**src/rtl/pll_rst_seq.sv**
```systemverilog
// PLL supervisor and staggered domain-reset sequencer on the PLL reference clock.
// Filters PLL lock, retries on lock timeout, latches a fault, re-sequences on lock loss or request.
module pll_rst_seq #(
    parameter int NUM_DOMAINS    = 4,
    parameter int PLL_RST_CYCLES = 32,
    parameter int LOCK_FILTER    = 1024,
    parameter int STAGE_GAP      = 16,
    parameter int LOCK_TIMEOUT   = 100000,
    parameter int MAX_RETRY      = 3
) (
    input  logic                   clk,
    input  logic                   rstn,
    input  logic                   extlock,
    input  logic                   soft_req,
    output logic                   pll_reset,
    output logic [NUM_DOMAINS-1:0] domain_rstn,
    output logic                   all_ready,
    output logic                   fault,
    output logic [((MAX_RETRY > 0) ? $clog2(MAX_RETRY + 1) : 1)-1:0] retry_cnt
);

    localparam int RW = (MAX_RETRY > 0) ? $clog2(MAX_RETRY + 1) : 1;
    localparam int SW = (NUM_DOMAINS > 1) ? $clog2(NUM_DOMAINS) : 1;

    // One shared counter serves every timed state, so it is sized for the longest interval.
    localparam int MAX_AB  = (PLL_RST_CYCLES > LOCK_FILTER) ? PLL_RST_CYCLES : LOCK_FILTER;
    localparam int MAX_CD  = (STAGE_GAP > LOCK_TIMEOUT) ? STAGE_GAP : LOCK_TIMEOUT;
    localparam int CNT_MAX = (MAX_AB > MAX_CD) ? MAX_AB : MAX_CD;
    localparam int CW      = $clog2(CNT_MAX + 1);

    localparam logic [CW-1:0] PLL_RST_LAST = CW'(PLL_RST_CYCLES - 1);
    localparam logic [CW-1:0] FILTER_LAST  = CW'(LOCK_FILTER - 1);
    localparam logic [CW-1:0] GAP_LAST     = CW'(STAGE_GAP - 1);
    localparam logic [CW-1:0] TIMEOUT_LAST = CW'(LOCK_TIMEOUT - 1);
    localparam logic [SW-1:0] STAGE_LAST   = SW'(NUM_DOMAINS - 1);
    localparam logic [RW-1:0] RETRY_LIMIT  = RW'(MAX_RETRY);

    typedef enum logic [2:0] {
        ST_PLL_RST,
        ST_WAIT_LOCK,
        ST_FILTER,
        ST_RELEASE,
        ST_RUN,
        ST_FAULT
    } state_e;

    state_e                 state_q, state_d;
    logic [CW-1:0]          cnt_q, cnt_d;
    logic [SW-1:0]          stage_q, stage_d;
    logic [RW-1:0]          retry_q, retry_d;
    logic [NUM_DOMAINS-1:0] domain_q, domain_d;
    logic                   pll_reset_q, pll_reset_d;
    logic                   all_ready_q, all_ready_d;
    logic                   fault_q, fault_d;
    logic [1:0]             sync_q;
    logic                   lock_s;

    assign lock_s = sync_q[1];

    // extlock comes from the PLL with no relation to clk, hence the two-flop synchroniser.
    always_ff @(posedge clk or negedge rstn) begin
        if (!rstn) begin
            sync_q <= 2'b00;
        end else begin
            sync_q <= {sync_q[0], extlock};
        end
    end

    always_ff @(posedge clk or negedge rstn) begin
        if (!rstn) begin
            state_q     <= ST_PLL_RST;
            cnt_q       <= '0;
            stage_q     <= '0;
            retry_q     <= '0;
            domain_q    <= '0;
            pll_reset_q <= 1'b1;
            all_ready_q <= 1'b0;
            fault_q     <= 1'b0;
        end else begin
            state_q     <= state_d;
            cnt_q       <= cnt_d;
            stage_q     <= stage_d;
            retry_q     <= retry_d;
            domain_q    <= domain_d;
            pll_reset_q <= pll_reset_d;
            all_ready_q <= all_ready_d;
            fault_q     <= fault_d;
        end
    end

    always_comb begin
        state_d  = state_q;
        cnt_d    = cnt_q;
        stage_d  = stage_q;
        retry_d  = retry_q;
        domain_d = domain_q;

        case (state_q)
            ST_PLL_RST: begin
                if (cnt_q == PLL_RST_LAST) begin
                    state_d = ST_WAIT_LOCK;
                    cnt_d   = '0;
                end else begin
                    cnt_d = cnt_q + CW'(1);
                end
            end
            ST_WAIT_LOCK: begin
                // A lock seen on the timeout cycle still counts as lock.
                if (lock_s) begin
                    state_d = ST_FILTER;
                    cnt_d   = '0;
                end else if (cnt_q == TIMEOUT_LAST) begin
                    cnt_d = '0;
                    if (retry_q == RETRY_LIMIT) begin
                        state_d = ST_FAULT;
                    end else begin
                        state_d = ST_PLL_RST;
                        retry_d = retry_q + RW'(1);
                    end
                end else begin
                    cnt_d = cnt_q + CW'(1);
                end
            end
            ST_FILTER: begin
                if (!lock_s) begin
                    state_d = ST_WAIT_LOCK;
                    cnt_d   = '0;
                end else if (cnt_q == FILTER_LAST) begin
                    state_d = ST_RELEASE;
                    cnt_d   = '0;
                    stage_d = '0;
                end else begin
                    cnt_d = cnt_q + CW'(1);
                end
            end
            ST_RELEASE: begin
                if (!lock_s || soft_req) begin
                    state_d = ST_PLL_RST;
                    cnt_d   = '0;
                end else if (cnt_q == GAP_LAST) begin
                    cnt_d            = '0;
                    domain_d[stage_q] = 1'b1;
                    if (stage_q == STAGE_LAST) begin
                        state_d = ST_RUN;
                        retry_d = '0;
                    end else begin
                        stage_d = stage_q + SW'(1);
                    end
                end else begin
                    cnt_d = cnt_q + CW'(1);
                end
            end
            ST_RUN: begin
                retry_d = '0;
                if (!lock_s || soft_req) begin
                    state_d = ST_PLL_RST;
                    cnt_d   = '0;
                end
            end
            ST_FAULT: begin
                if (soft_req) begin
                    state_d = ST_PLL_RST;
                    cnt_d   = '0;
                    retry_d = '0;
                end
            end
            default: begin
                state_d = ST_PLL_RST;
                cnt_d   = '0;
            end
        endcase

        // Outputs follow the next state so they switch on the same edge as the transition.
        if (state_d != ST_RELEASE && state_d != ST_RUN) begin
            domain_d = '0;
        end
        pll_reset_d = (state_d == ST_PLL_RST) || (state_d == ST_FAULT);
        all_ready_d = (state_d == ST_RUN);
        fault_d     = (state_d == ST_FAULT);
    end

    assign pll_reset   = pll_reset_q;
    assign domain_rstn = domain_q;
    assign all_ready   = all_ready_q;
    assign fault       = fault_q;
    assign retry_cnt   = retry_q;

endmodule
```
**config.mk**
```make
export PLATFORM = sky130hd
export DESIGN_NAME = pll_rst_seq
export DESIGN_NICKNAME = d
export VERILOG_FILES = /design/src/rtl/pll_rst_seq.sv
export SDC_FILE = /design/constraint.sdc
export NUM_CORES = 1
export LEC_CHECK = 0
export CORE_ASPECT_RATIO = 0.9
export CORE_MARGIN = 2
export CORE_UTILIZATION = 55
export DETAILED_ROUTE_END_ITERATION = 10
export PLACE_DENSITY_LB_ADDON = 0.12
export SYNTH_ARGS = -nofsm -noshare
export SYNTH_HDL_FRONTEND = slang
export SYNTH_SLANG_ARGS = --single-unit
```
**constraint.sdc**
```tcl
create_clock -name clk -period 5.6 [get_ports clk]
set_input_delay 0.84 -clock clk [delete_from_list [all_inputs] [get_ports clk]]
set_output_delay 0.84 -clock clk [all_outputs]
set_load 0.1 [all_outputs]
```
==> results of run 1 <==
## kinds of logic after synthesis
family / count (synthesis)
multiplexers: 3
AND/OR/NAND/NOR: 90
flip-flops: 33
XOR/XNOR: 11
buffers and inverters: 11
AO/OA/AOI/OAI: 39
adder cells (fa/ha/maj): 6
## metal layers
metal | part of all wire (%) | vias to the layer above | global-route usage, % | wire, microns
li1 | - | 727 | - | -
met1 | 50 | 731 | 31.1 | 1890
met2 | 45 | 33 | 33.1 | 1700
met3 | 4.2 | 7 | 5.89 | 161
met4 | 1.3 | 0 | 8.63 | 51
met5 | 0 | - | 0 | 0
## per-stage QoR
step                setup slack, ns  cell area [sq um]  hold slack, ns  power, uW
global route                   2.82               2150           0.368        774
CTS                            2.83               2150           0.355        736
floorplan                      3.44               1870           0.331        455
finish                         2.84               2150           0.352        730
global placement               2.86               2030           0.338        498
detailed placement             2.82               2030           0.339        510
## cells in the mapped netlist (2+ instances only)
cell and n:
sky130_fd_sc_hd__mux2i_1 2, sky130_fd_sc_hd__o21a_1 2, sky130_fd_sc_hd__nand4_1 4, sky130_fd_sc_hd__a211o_1 2, sky130_fd_sc_hd__a21oi_1 11, sky130_fd_sc_hd__and4_1 6
sky130_fd_sc_hd__xor2_1 7, sky130_fd_sc_hd__inv_1 7, sky130_fd_sc_hd__and2_1 4, sky130_fd_sc_hd__o21ai_1 3, sky130_fd_sc_hd__a22o_1 2, sky130_fd_sc_hd__nand2_1 9
sky130_fd_sc_hd__nand2b_1 7, sky130_fd_sc_hd__or3_1 4, sky130_fd_sc_hd__xnor2_1 4, sky130_fd_sc_hd__nand3_1 7, sky130_fd_sc_hd__dfrtp_1 32, sky130_fd_sc_hd__o21ai_0 3
sky130_fd_sc_hd__a21o_1 4, sky130_fd_sc_hd__and3_1 8, sky130_fd_sc_hd__nor2b_1 2, sky130_fd_sc_hd__a31oi_1 2, sky130_fd_sc_hd__nor3_1 5, sky130_fd_sc_hd__nor2_1 24
sky130_fd_sc_hd__ha_1 6, sky130_fd_sc_hd__clkbuf_1 3
## report_power, final
part | switching, uW | internal (uW)
Sequential | 38.3 | 268
Clock | 80.6 | 145
Combinational | 126 | 71.8
## worst paths after layout
check	startpoint	end	slack, ns	depth (start not counted)
max	pll_reset	pll_reset	2.84	1
max in group asynchronous	rstn	pll_reset	4.31	2
min in group asynchronous	rstn	cnt_q[10]	0.97	2
min	sync_q[0]	sync_q[1]	0.35	0
min reg2reg	sync_q[0]	sync_q[1]	0.35	0
max reg2reg	cnt_q[0]	cnt_q[10]	3.21	7
## flip-flops by register name, summed over array words and instances, names as in the netlist
register	count
sync_q	2
cnt_q	17
pll_reset	1
all_ready	1
fault	1
state_q	3
stage_q	2
retry_cnt	2
domain_rstn	4
## layout make-up
cell class                 count  area [sq um]
fill                         284          1150
multi-input combinational    149           996
sequential                    33           827
timing repair buffer          13           128
clock buffer                   7          86.3
tap                           44          55.1
clock inverter                 1          30.0
inverter                       7          26.3
==> out/results.txt, run 1 <==
The clock root buffer is sky130_fd_sc_hd__clkbuf_8. The signal on the critical path passes through clkdlybuf4s50_1. The via count of the first global-routing pass is 1419, and the total instance count after detailed placement is 246. In this run, post-CTS repair resized a total of 0 instances. Clock latency on the worst-skew pair, taken at its later pin, is 0.28 ns. STA puts the critical path data arrival time at 1.92 ns. The worst setup path is captured at a primary output. Most common flop cell mapped by yosys: sky130_fd_sc_hd__dfrtp_1.

After detailed routing, the number of remaining DRC violations is 0. The run finished with clean final reports. The count of state elements after synthesis was 33; the post-detailed-route wirelength per cell was 15.0 microns. The number of non-filler instances in the completed layout is 254.

During synthesis, Yosys emitted a total of 0 warnings. The total iterations of the first detailed-routing run was 4; the full die area was 3870 sq um. After the first detailed-routing iteration, the DRC count stood at 114.

The final core utilization is 65.0%. Power spread over the standard cell area amounts to 340 nW/um^2. At the pin with the least slew margin, the transition time is 0.976 ns. For the area inside the core boundary, the log shows 3300 sq um.

The repair_antennas step left the layout with diodes totalling 0. The routed via count divided by cell count was 5.90. The run gives 49 as the number of distinct library cell variants in the gate-level netlist after synthesis.

On the worst path, the slowest cell contributes a delay of 1.13 ns. Ranked by total cell area, the synthesized netlist is headed by sky130_fd_sc_hd__dfrtp_1, sky130_fd_sc_hd__nor2_1, sky130_fd_sc_hd__ha_1, sky130_fd_sc_hd__xor2_1, sky130_fd_sc_hd__a21oi_1. The simple-gate share of the synthesized area is 28.0%, and the floorplan die height is 59.3 microns. Dominant cell type by area after synthesis: sky130_fd_sc_hd__dfrtp_1. Type of the setup path with the least slack: reg -> out. The area growth from synthesis to final layout is 15.2%, and the post-synthesis instance area is 1870 sq um.

The count of flip-flops with a built-in enable after synthesis was 0; the cell count after synthesis was 193. TritonCTS built the clock tree. The run gives 56.5% as the initial core utilization. The commonest non-fill, non-tap cell in the layout is sky130_fd_sc_hd__dfrtp_1.

Counting every net in the synthesized netlist gives 203. The worst path uses 49.3% of the clock period. On the critical path, the stage with the largest delay is an instance of sky130_fd_sc_hd__clkdlybuf4s50_1. The number of nets still failing antenna checks after routing is 0, and the count of hold-fix buffers inserted at cts is 0.

The clock-pin slew on the worst setup and hold paths is 0.06 ns. The floorplan has 20 rows. Placer's final routability congestion estimate: 0.820. Across the run, the number of max-cap violations was 0. In this run the post-CTS setup repair buffer count came out at 0.

The tools report the number of antenna violations at the first check in global routing as 0. The overall overflow remaining after global route came out at 0. Measured against its own limit, the worst slew margin works out to 34.7%. Setup repair after global routing left no endpoint under its margin. For the worst setup path, the data required time is 4.76 ns. The top cell type's share of synthesized area was 42.9%; the total count of hold-check failures in the final report was 0. Entering global routing, the biggest net connects 34 pins. Multiplexer cells account for 1.68% of the synthesized area. The highest fanout seen on the critical path is 1, and the post-route setup TNS is 0 ns.

Setup violations remaining at the end of the flow were counted as 0. The die boundary width was 65.4 microns; the proportion of synthesized flip-flops having asynchronous set or reset was 100%. The buffers plus inverters on the worst setup path is 1. The net count of the finished layout is 219. In this run the number of H-tree levels came out at 2. The first global-routing pass estimated 6580 microns of wire. Detailed placement finished with a half-perimeter wire length of 2850 microns. For the number of buffers between clock root and the deepest sink, the log shows 2. Leaving out fill and tap cells, the most frequent cells in the layout are sky130_fd_sc_hd__dfrtp_1, sky130_fd_sc_hd__nor2_1, sky130_fd_sc_hd__clkdlybuf4s50_1. Leakage power: 0.000999 uW. Among cell families on the critical path, the largest total delay comes from buffers and inverters.

The number of slew-limit violations in the final report is 0, and the global-route total usage across every layer is 22.2%. Detailed routing inserted a total of 1498 vias. The synthesized netlist devotes 14.6% of its cell area to compound gates. The run gives 0.00372 ns as the largest clock skew in the final design.

The share of the synthesized netlist area taken by xor and xnor gates was 5.16%. Timing would allow up to 362 MHz. The type of the worst min-delay path was reg -> reg.

Pin placement for this block handled 13 I/O pins. Highest ir drop seen on vdd: 0.265 mV. Of the total synthesized cell area, the portion taken by full adders, half adders and majority gates is 4.02%.

For the number of sinks driven by the clock tree, the log shows 33. Sequential elements use 44.3% of the synthesized area. For the finished layout, the period the worst path requires is 2.76 ns. Input and output buffers added on the ports amount to 12. Average instance area after synthesis: 9.67 sq um. The tools report the CTS buffer count as 5. By area, the combinational part of the netlist is dominated by simple AND/OR/NAND/NOR gates.

The final layout contains routed wiring with a total length of 3810 microns. In the final layout, the share of cells above drive strength 1 is 8.10%. STA classifies the critical path startpoint as a register.
No activity file was read; power rests on OpenSTA's default activity.
==> inputs of run 2 (changes only) <==
Settings changed: CORE_UTILIZATION 55 to 52.
Clock period 5.6 ns to 2.2 ns, I/O delays scaled along.
==> out/results.txt, run 2 (synthesized netlist as in run 1, its figures left out) <==
The flow ran to the end, and the final reports show no timing, DRC or antenna violations. The post-detailed-route wirelength per cell came out at 15.8 microns (+5.1%). Of the available clock period, the critical path in the final layout requires 98.1%. The number of buffers inserted by port buffering was 12 (unchanged). The count of hold-fix buffers inserted at cts is 0 (unchanged). Buffers plus inverters on the worst setup path: 0 (-1).

The total instance count after detailed placement was 267 (+8.5%); the global-route total usage across every layer was 24.0% (+1.8 points). The total power per unit cell area works out to 845 nW/um^2 (+150%). Family with the most delay on the worst path: simple AND/OR/NAND/NOR gates. Leaving out fill and tap cells, the most frequent cell in the layout is sky130_fd_sc_hd__buf_4. The worst hold slack across all endpoints was 0.352 ns (+0.000424 ns). The run gives 0.948 (+16%) as the placer's final routability congestion estimate. The library cells used most frequently in the layout, excluding fill and tap cells, are sky130_fd_sc_hd__buf_4, sky130_fd_sc_hd__dfrtp_1, sky130_fd_sc_hd__nor2_1. The number of non-filler instances in the completed layout was 279 (+9.8%); the number of H-tree branching levels was 2 (unchanged). The flip-flop count of the largest register after layout works out to 17 (unchanged). The required time of the worst setup path was 2.37 ns (-2.39 ns).

The run gives 4 (unchanged) as the total iterations of the first detailed-routing run. The count of endpoints failing setup in the final report came out at 0 (unchanged). For the initial core utilization, the log shows 54.8% (-1.7 points).

For the layout net count, the log shows 244 (+11%). The clock insertion delay at the later pin of the skew report came out at 0.29 ns (about the same). The final core utilization is 71.3% (+6.2 points).

The total count of hold-check failures in the final report is 0 (unchanged), and the pin count of the biggest net entering global routing is 34 (unchanged). The arrival time at the worst endpoint is 2.32 ns (+0.40 ns), and the leakage power is 0.00116 uW (+16%). The via count of the first global-routing pass is 1582 (+11%), and the count of inserted antenna diode cells is 0 (unchanged). The wire length after detailed routing was 4400 microns (+15%).

The setup path with the least slack is of type reg -> reg. STA classifies the critical path startpoint as a register. For the total chip power, the log shows 2050 uW (+180%).

The logs give 0 (unchanged) for the number of nets still failing antenna checks after routing and 3400 sq um (+3.0%) for the area inside the core boundary. Static timing analysis puts the maximum clock frequency at 464 MHz. The number of slew-limit violations in the final report is 0 (unchanged), and the floorplan die height is 60.8 microns (+2.6%). The top-level port count is 13 (unchanged), and the highest fanout seen on the critical path is 5 (+4). First-pass GRT wire length: 7330 microns (+11%). The transition time at the pin with the least slew margin works out to 0.542 ns (-0.434 ns). Number of buffers between clock root and the deepest sink: 2 (unchanged).

The worst setup path is captured at a register. Subtracting the final worst setup slack from the clock period gives 2.16 ns. The overall overflow remaining after global route was 0 (unchanged). The highest ir drop seen on vdd was 0.949 mV (+260%). Register ranked first by flip-flop count: cnt_q. The placement row count is 20 (unchanged). For the largest clock skew in the final design, the log shows 0.00801 ns (+0.00430 ns). The via count came out at 1637 (+9.3%). The logs give 63.6% (+29 points) for the relative max-transition margin and 3200 microns (+12%) for the placed wire-length estimate. The DRC marker count from the first detailed-route iteration was 80 (-30%). The tools report the CTS buffer count as 5 (unchanged).

Clock root buffer: sky130_fd_sc_hd__clkbuf_8. The largest individual stage delay along the critical path comes from the cell sky130_fd_sc_hd__or4_4. The routed via count divided by cell count is 5.87 (-0.51%), and the number of sinks driven by the clock tree is 33 (unchanged). The largest incremental delay on the critical path is 0.52 ns (-0.61 ns), and the number of design rule violations left after detail routing is 0 (unchanged). The die boundary width was 67.1 microns (+2.7%).

The type of the worst min-delay path was reg -> reg. The signal on the critical path passes through nor2_1 > nand4_2 > or4_4 > mux2i_1 > o21a_1 > mux2_4. TritonCTS built the clock tree.

The clock-pin slew on the worst setup and hold paths is 0.07 ns (about the same). Setup repair after global routing could not meet its margin everywhere. For the total of max-cap violations, the log shows 0 (unchanged). The number of antenna violations at the first check in global routing was 0 (unchanged); the share of final-layout standard cells stronger than drive strength 1 was 28.5% (+20 points). The post-route setup TNS is 0 ns (unchanged), and the full die area is 4080 sq um (+5.4%). The area growth from synthesis to layout is 30.0%.
run 2: cell count changes in the layout (fill, tap and decap cells not counted), moves of 2 or more:
cell                              change
sky130_fd_sc_hd__nor3_1               -2
sky130_fd_sc_hd__nor3_2               +2
sky130_fd_sc_hd__buf_4               +34
sky130_fd_sc_hd__dfrtp_1              -3
sky130_fd_sc_hd__clkdlybuf4s50_1      -9
sky130_fd_sc_hd__dfrtp_2              +3
run 2: through the flow:
stage | worst slack, ns | area, sq um
5_1_grt | -0.0446 | 2420
3_5_place_dp | -0.0683 | 2170
2_1_floorplan | 0.0424 | 1870
6_report | 0.0429 | 2420
3_3_place_gp | 0.0136 | 2170
4_1_cts | -0.00392 | 2310
run 2: metal layers:
metal	up-vias	global-route usage [%]	share of wire (%)
met5	-	0	0
met1	805	31.6	46
met4	0	6.71	0.39
li1	784	-	-
met3	3	6.31	5.1
met2	45	39.5	49
run 2: final timing paths:
| check | endpoint | start | slack [ns] | depth (start not counted) |
|---|---|---|---|---|
| min in group asynchronous | cnt_q[15] | rstn | 0.44 | 2 |
| setup / recovery | retry_cnt[1] | cnt_q[7] | 0.04 | 6 |
| hold / removal | sync_q[1] | sync_q[0] | 0.35 | 0 |
| setup reg to reg | retry_cnt[1] | cnt_q[7] | 0.04 | 6 |
| hold reg to reg | sync_q[1] | sync_q[0] | 0.35 | 0 |
| max in group asynchronous | pll_reset | rstn | 1.44 | 2 |
run 2: timing repair:
item,CTS,global route
resized for setup,2,16
pin swaps,0,4
endpoints found under the setup margin,13,15
setup buffers,0,4
run 2: worst register-to-register path, stage by stage, from the launching register on:
cell                      delay, ns
sky130_fd_sc_hd__dfrtp_1       0.44
sky130_fd_sc_hd__nor2_1        0.27
sky130_fd_sc_hd__nand4_2       0.18
sky130_fd_sc_hd__or4_4         0.52
sky130_fd_sc_hd__mux2i_1       0.15
sky130_fd_sc_hd__o21a_1        0.18
sky130_fd_sc_hd__mux2_4        0.30
run 2: final cells by class:
type | count | area (sq um)
well taps | 44 | 55.1
clock buffers | 5 | 68.8
inverters | 7 | 26.3
flip-flops and latches | 33 | 831
clock inverters | 3 | 65.1
repair buffers | 38 | 293
multi-input cells | 149 | 1090
fillers | 274 | 978
run 2: power by group:
group          switching (uW)  internal (uW)
Combinational             366            250
Clock                     219            450
Sequential               80.9            683
Total                     666           1380
==> inputs of run 3 (changes only) <==
--- a/config.mk
+++ b/config.mk
@@ -8,3 +8,3 @@
 export CORE_ASPECT_RATIO = 0.9
-export CORE_MARGIN = 2
+export CORE_MARGIN = 3
 export CORE_UTILIZATION = 52
--- a/constraint.sdc
+++ b/constraint.sdc
@@ -3,2 +3,2 @@
 set_output_delay 0.33 -clock clk [all_outputs]
-set_load 0.1 [all_outputs]
+set_load 0.05 [all_outputs]
==> out/results.txt, run 3 (synthesized netlist as in run 1, its figures left out) <==
The run finished with clean final reports. The routed via count divided by cell count is 5.89 (+0.40%). The logs give 0 (unchanged) for the number of nets still failing antenna checks after routing and 455 MHz (-1.8%) for the timing-limited maximum frequency. The run gives 827 sq um (-0.45%) as the area occupied by registers. The tools report the met3 wire length as 255 microns (+13%).

The die boundary width works out to 69.1 microns (+3.0%). For the total count of hold-check failures in the final report, the log shows 0 (unchanged). The signal on the critical path passes through nor4_4 > nand4_2 > or4_4 > mux2i_1 > o21a_1 > mux2_4. The setup slack after placement came out at -0.0343 ns (+0.0340 ns). The flip-flop count of the largest register after layout works out to 17 (unchanged).

The endpoint type of the worst setup path is a register. Number of filler instances in the final layout: 226 (-18%). Clock root buffer: sky130_fd_sc_hd__clkbuf_8. Relative to the synthesized area, the layout overhead comes to 26.6%. The initial core utilization came out at 57.7% (+2.9 points). The logs give 33 (unchanged) for the number of sinks driven by the clock tree and 59.1% (-4.6 points) for the relative max-transition margin. The number of buffers inserted by port buffering was 12 (unchanged); the slack of the critical path was 0.00319 ns (-0.0397 ns).

The arrival time at the worst endpoint was 2.37 ns (+0.05 ns). The worst setup path is launched from a register. The run gives 21.1% (-2.9 points) as the global-route total usage across every layer. Top-level port count: 13 (unchanged). The post-route setup TNS is 0 ns (unchanged), and the transition time at the pin with the least slew margin is 0.606 ns (+0.0645 ns).

The final cycle utilization of the critical path was 99.9% (+1.8 points). In the layout the commonest cells are sky130_fd_sc_hd__dfrtp_1, sky130_fd_sc_hd__buf_4, sky130_fd_sc_hd__nor2_1. The area occupied by multi-input gates came out at 1050 sq um (-3.0%).

The commonest non-fill, non-tap cell in the layout was sky130_fd_sc_hd__dfrtp_1. The sum of routed wire segments on met1 is 2020 microns (+0.20%), and the first-pass GRT wire length is 7280 microns (-0.66%). For this design, the slowest cell found on the critical path is sky130_fd_sc_hd__or4_4. The worst setup path is of the reg -> reg kind. The number of H-tree branching levels was 2 (unchanged); the total iterations of the first detailed-routing run was 4 (unchanged). The via count of the first global-routing pass is 1527 (-3.5%), and the total of max-cap violations is 0 (unchanged).

The leakage power was 0.00112 uW (-3.7%). The tools report the wire length after detailed routing as 4330 microns (-1.5%). The family with the most delay on the worst path is simple AND/OR/NAND/NOR gates. The run gives 0 (unchanged) as the overall overflow remaining after global route. The share of final-layout standard cells stronger than drive strength 1 was 21.9% (-6.6 points); the number of slew-limit violations in the final report was 0 (unchanged).

The count of hold-fix buffers inserted at cts was 0 (unchanged); the total chip power was 1800 uW (-12%). Full die area: 4340 sq um (+6.4%). The top routing layer in use was met4. The highest fanout seen on the critical path was 3 (-2); the CTS buffer count was 5 (unchanged). The number of antenna violations at the first check in global routing is 0 (unchanged). The area inside the core boundary came out at 3230 sq um (-5.0%).

The placement row count is 19 (-5.0%). In this run the worst hold path is classified as reg -> reg. Highest ir drop seen on vdd: 0.931 mV (-2.0%). The largest clock skew in the final design came out at 0.00286 ns (-0.00516 ns). The pin count of the biggest net entering global routing was 34 (unchanged). The register ranked first by flip-flop count is cnt_q.

Setup repair after global routing could not meet its margin everywhere. TritonCTS built the clock tree. Post-detailed-route wirelength per cell: 15.8 microns (about the same). The buffers plus inverters on the worst setup path is 0 (unchanged). Layout net count: 242 (-0.82%).

For the count of inserted antenna diode cells, the log shows 0 (unchanged). The tools report the number of buffers between clock root and the deepest sink as 2 (unchanged). The minimum clock period is 2.20 ns (+0.0397 ns).

The total power per unit cell area works out to 761 nW/um^2 (-10%). The DRC marker count from the first detailed-route iteration was 117 (+46%). The floorplan die height was 62.8 microns (+3.3%); the number of design rule violations left after detail routing was 0 (unchanged). The tools report the via count as 1620 (-1.0%). The clock insertion delay at the later pin of the skew report is 0.29 ns (about the same), and the largest incremental delay on the critical path is 0.52 ns (about the same).

Count of endpoints failing setup in the final report: 0 (unchanged). The placed wire-length estimate came out at 3080 microns (-3.6%). The logs give 2000 microns (-6.5%) for the routed wire length on met2 and 2.38 ns (about the same) for the required time of the worst setup path. Clock-pin slew on the worst setup and hold paths: 0.07 ns (about the same).

The placer's final routability congestion estimate came out at 0.973 (+2.6%).
==> run 3: final timing paths <==
path                           start      endpoint  slack (ns)  cells past startpoint
hold / removal             sync_q[0]     sync_q[1]        0.37                      0
setup reg to reg            cnt_q[5]  retry_cnt[1]       0.003                      6
hold reg to reg            sync_q[0]     sync_q[1]        0.37                      0
min in group asynchronous       rstn     cnt_q[15]        0.44                      2
max in group asynchronous       rstn     pll_reset        1.44                      2
setup / recovery            cnt_q[5]  retry_cnt[1]       0.003                      6
==> run 3: worst reg2reg max path, stage by stage (launching register included) <==
cell and delay (ns):
sky130_fd_sc_hd__dfrtp_1 0.41, sky130_fd_sc_hd__nor4_4 0.32, sky130_fd_sc_hd__nand4_2 0.17, sky130_fd_sc_hd__or4_4 0.52, sky130_fd_sc_hd__mux2i_1 0.18, sky130_fd_sc_hd__o21a_1 0.18, sky130_fd_sc_hd__mux2_4 0.30
==> run 3: area by class of cell <==
cell class / instances / area share [%]
multi-input combinational: 149 / 44.6
sequential: 33 / 35.0
timing repair buffer: 36 / 12.7
clock buffer: 7 / 4.08
tap: 42 / 2.23
inverter: 7 / 1.11
clock inverter: 1 / 0.212
==> run 3: routing by layer <==
layer  global-route usage (%)  vias up
li1                         -      779
met1                     29.5      783
met2                     31.3       51
met3                     5.47        7
met4                     8.05        0
met5                        0        -
==> run 3: timing repair <==
| action | in CTS | in global routing |
|---|---|---|
| pin swaps | 0 | 1 |
| endpoints found under the setup margin | 13 | 11 |
| endpoints found under the hold margin | 0 | 0 |
| gates resized for setup | 3 | 9 |
| buffers inserted | 0 | 3 |
==> run 3: through the flow <==
| step | std cells | utilization, % | hold WS (ns) | area (sq um) |
|---|---|---|---|---|
| final | 275 | 73.0 | 0.373 | 2360 |
| after global routing | 275 | 73.0 | 0.377 | 2360 |
| after CTS | 272 | 70.9 | 0.369 | 2290 |
| after detailed placement | 264 | 67.4 | 0.354 | 2180 |
| after global placement | 264 | 67.4 | 0.339 | 2180 |
| after floorplan | 193 | - | 0.0344 | 1870 |
==> run 3: report_power, final <==
group	switching, uW	internal [uW]	total (uW)
sequential	76.7	682	759
clock	226	283	509
combinational	279	249	528
total	582	1210	1800
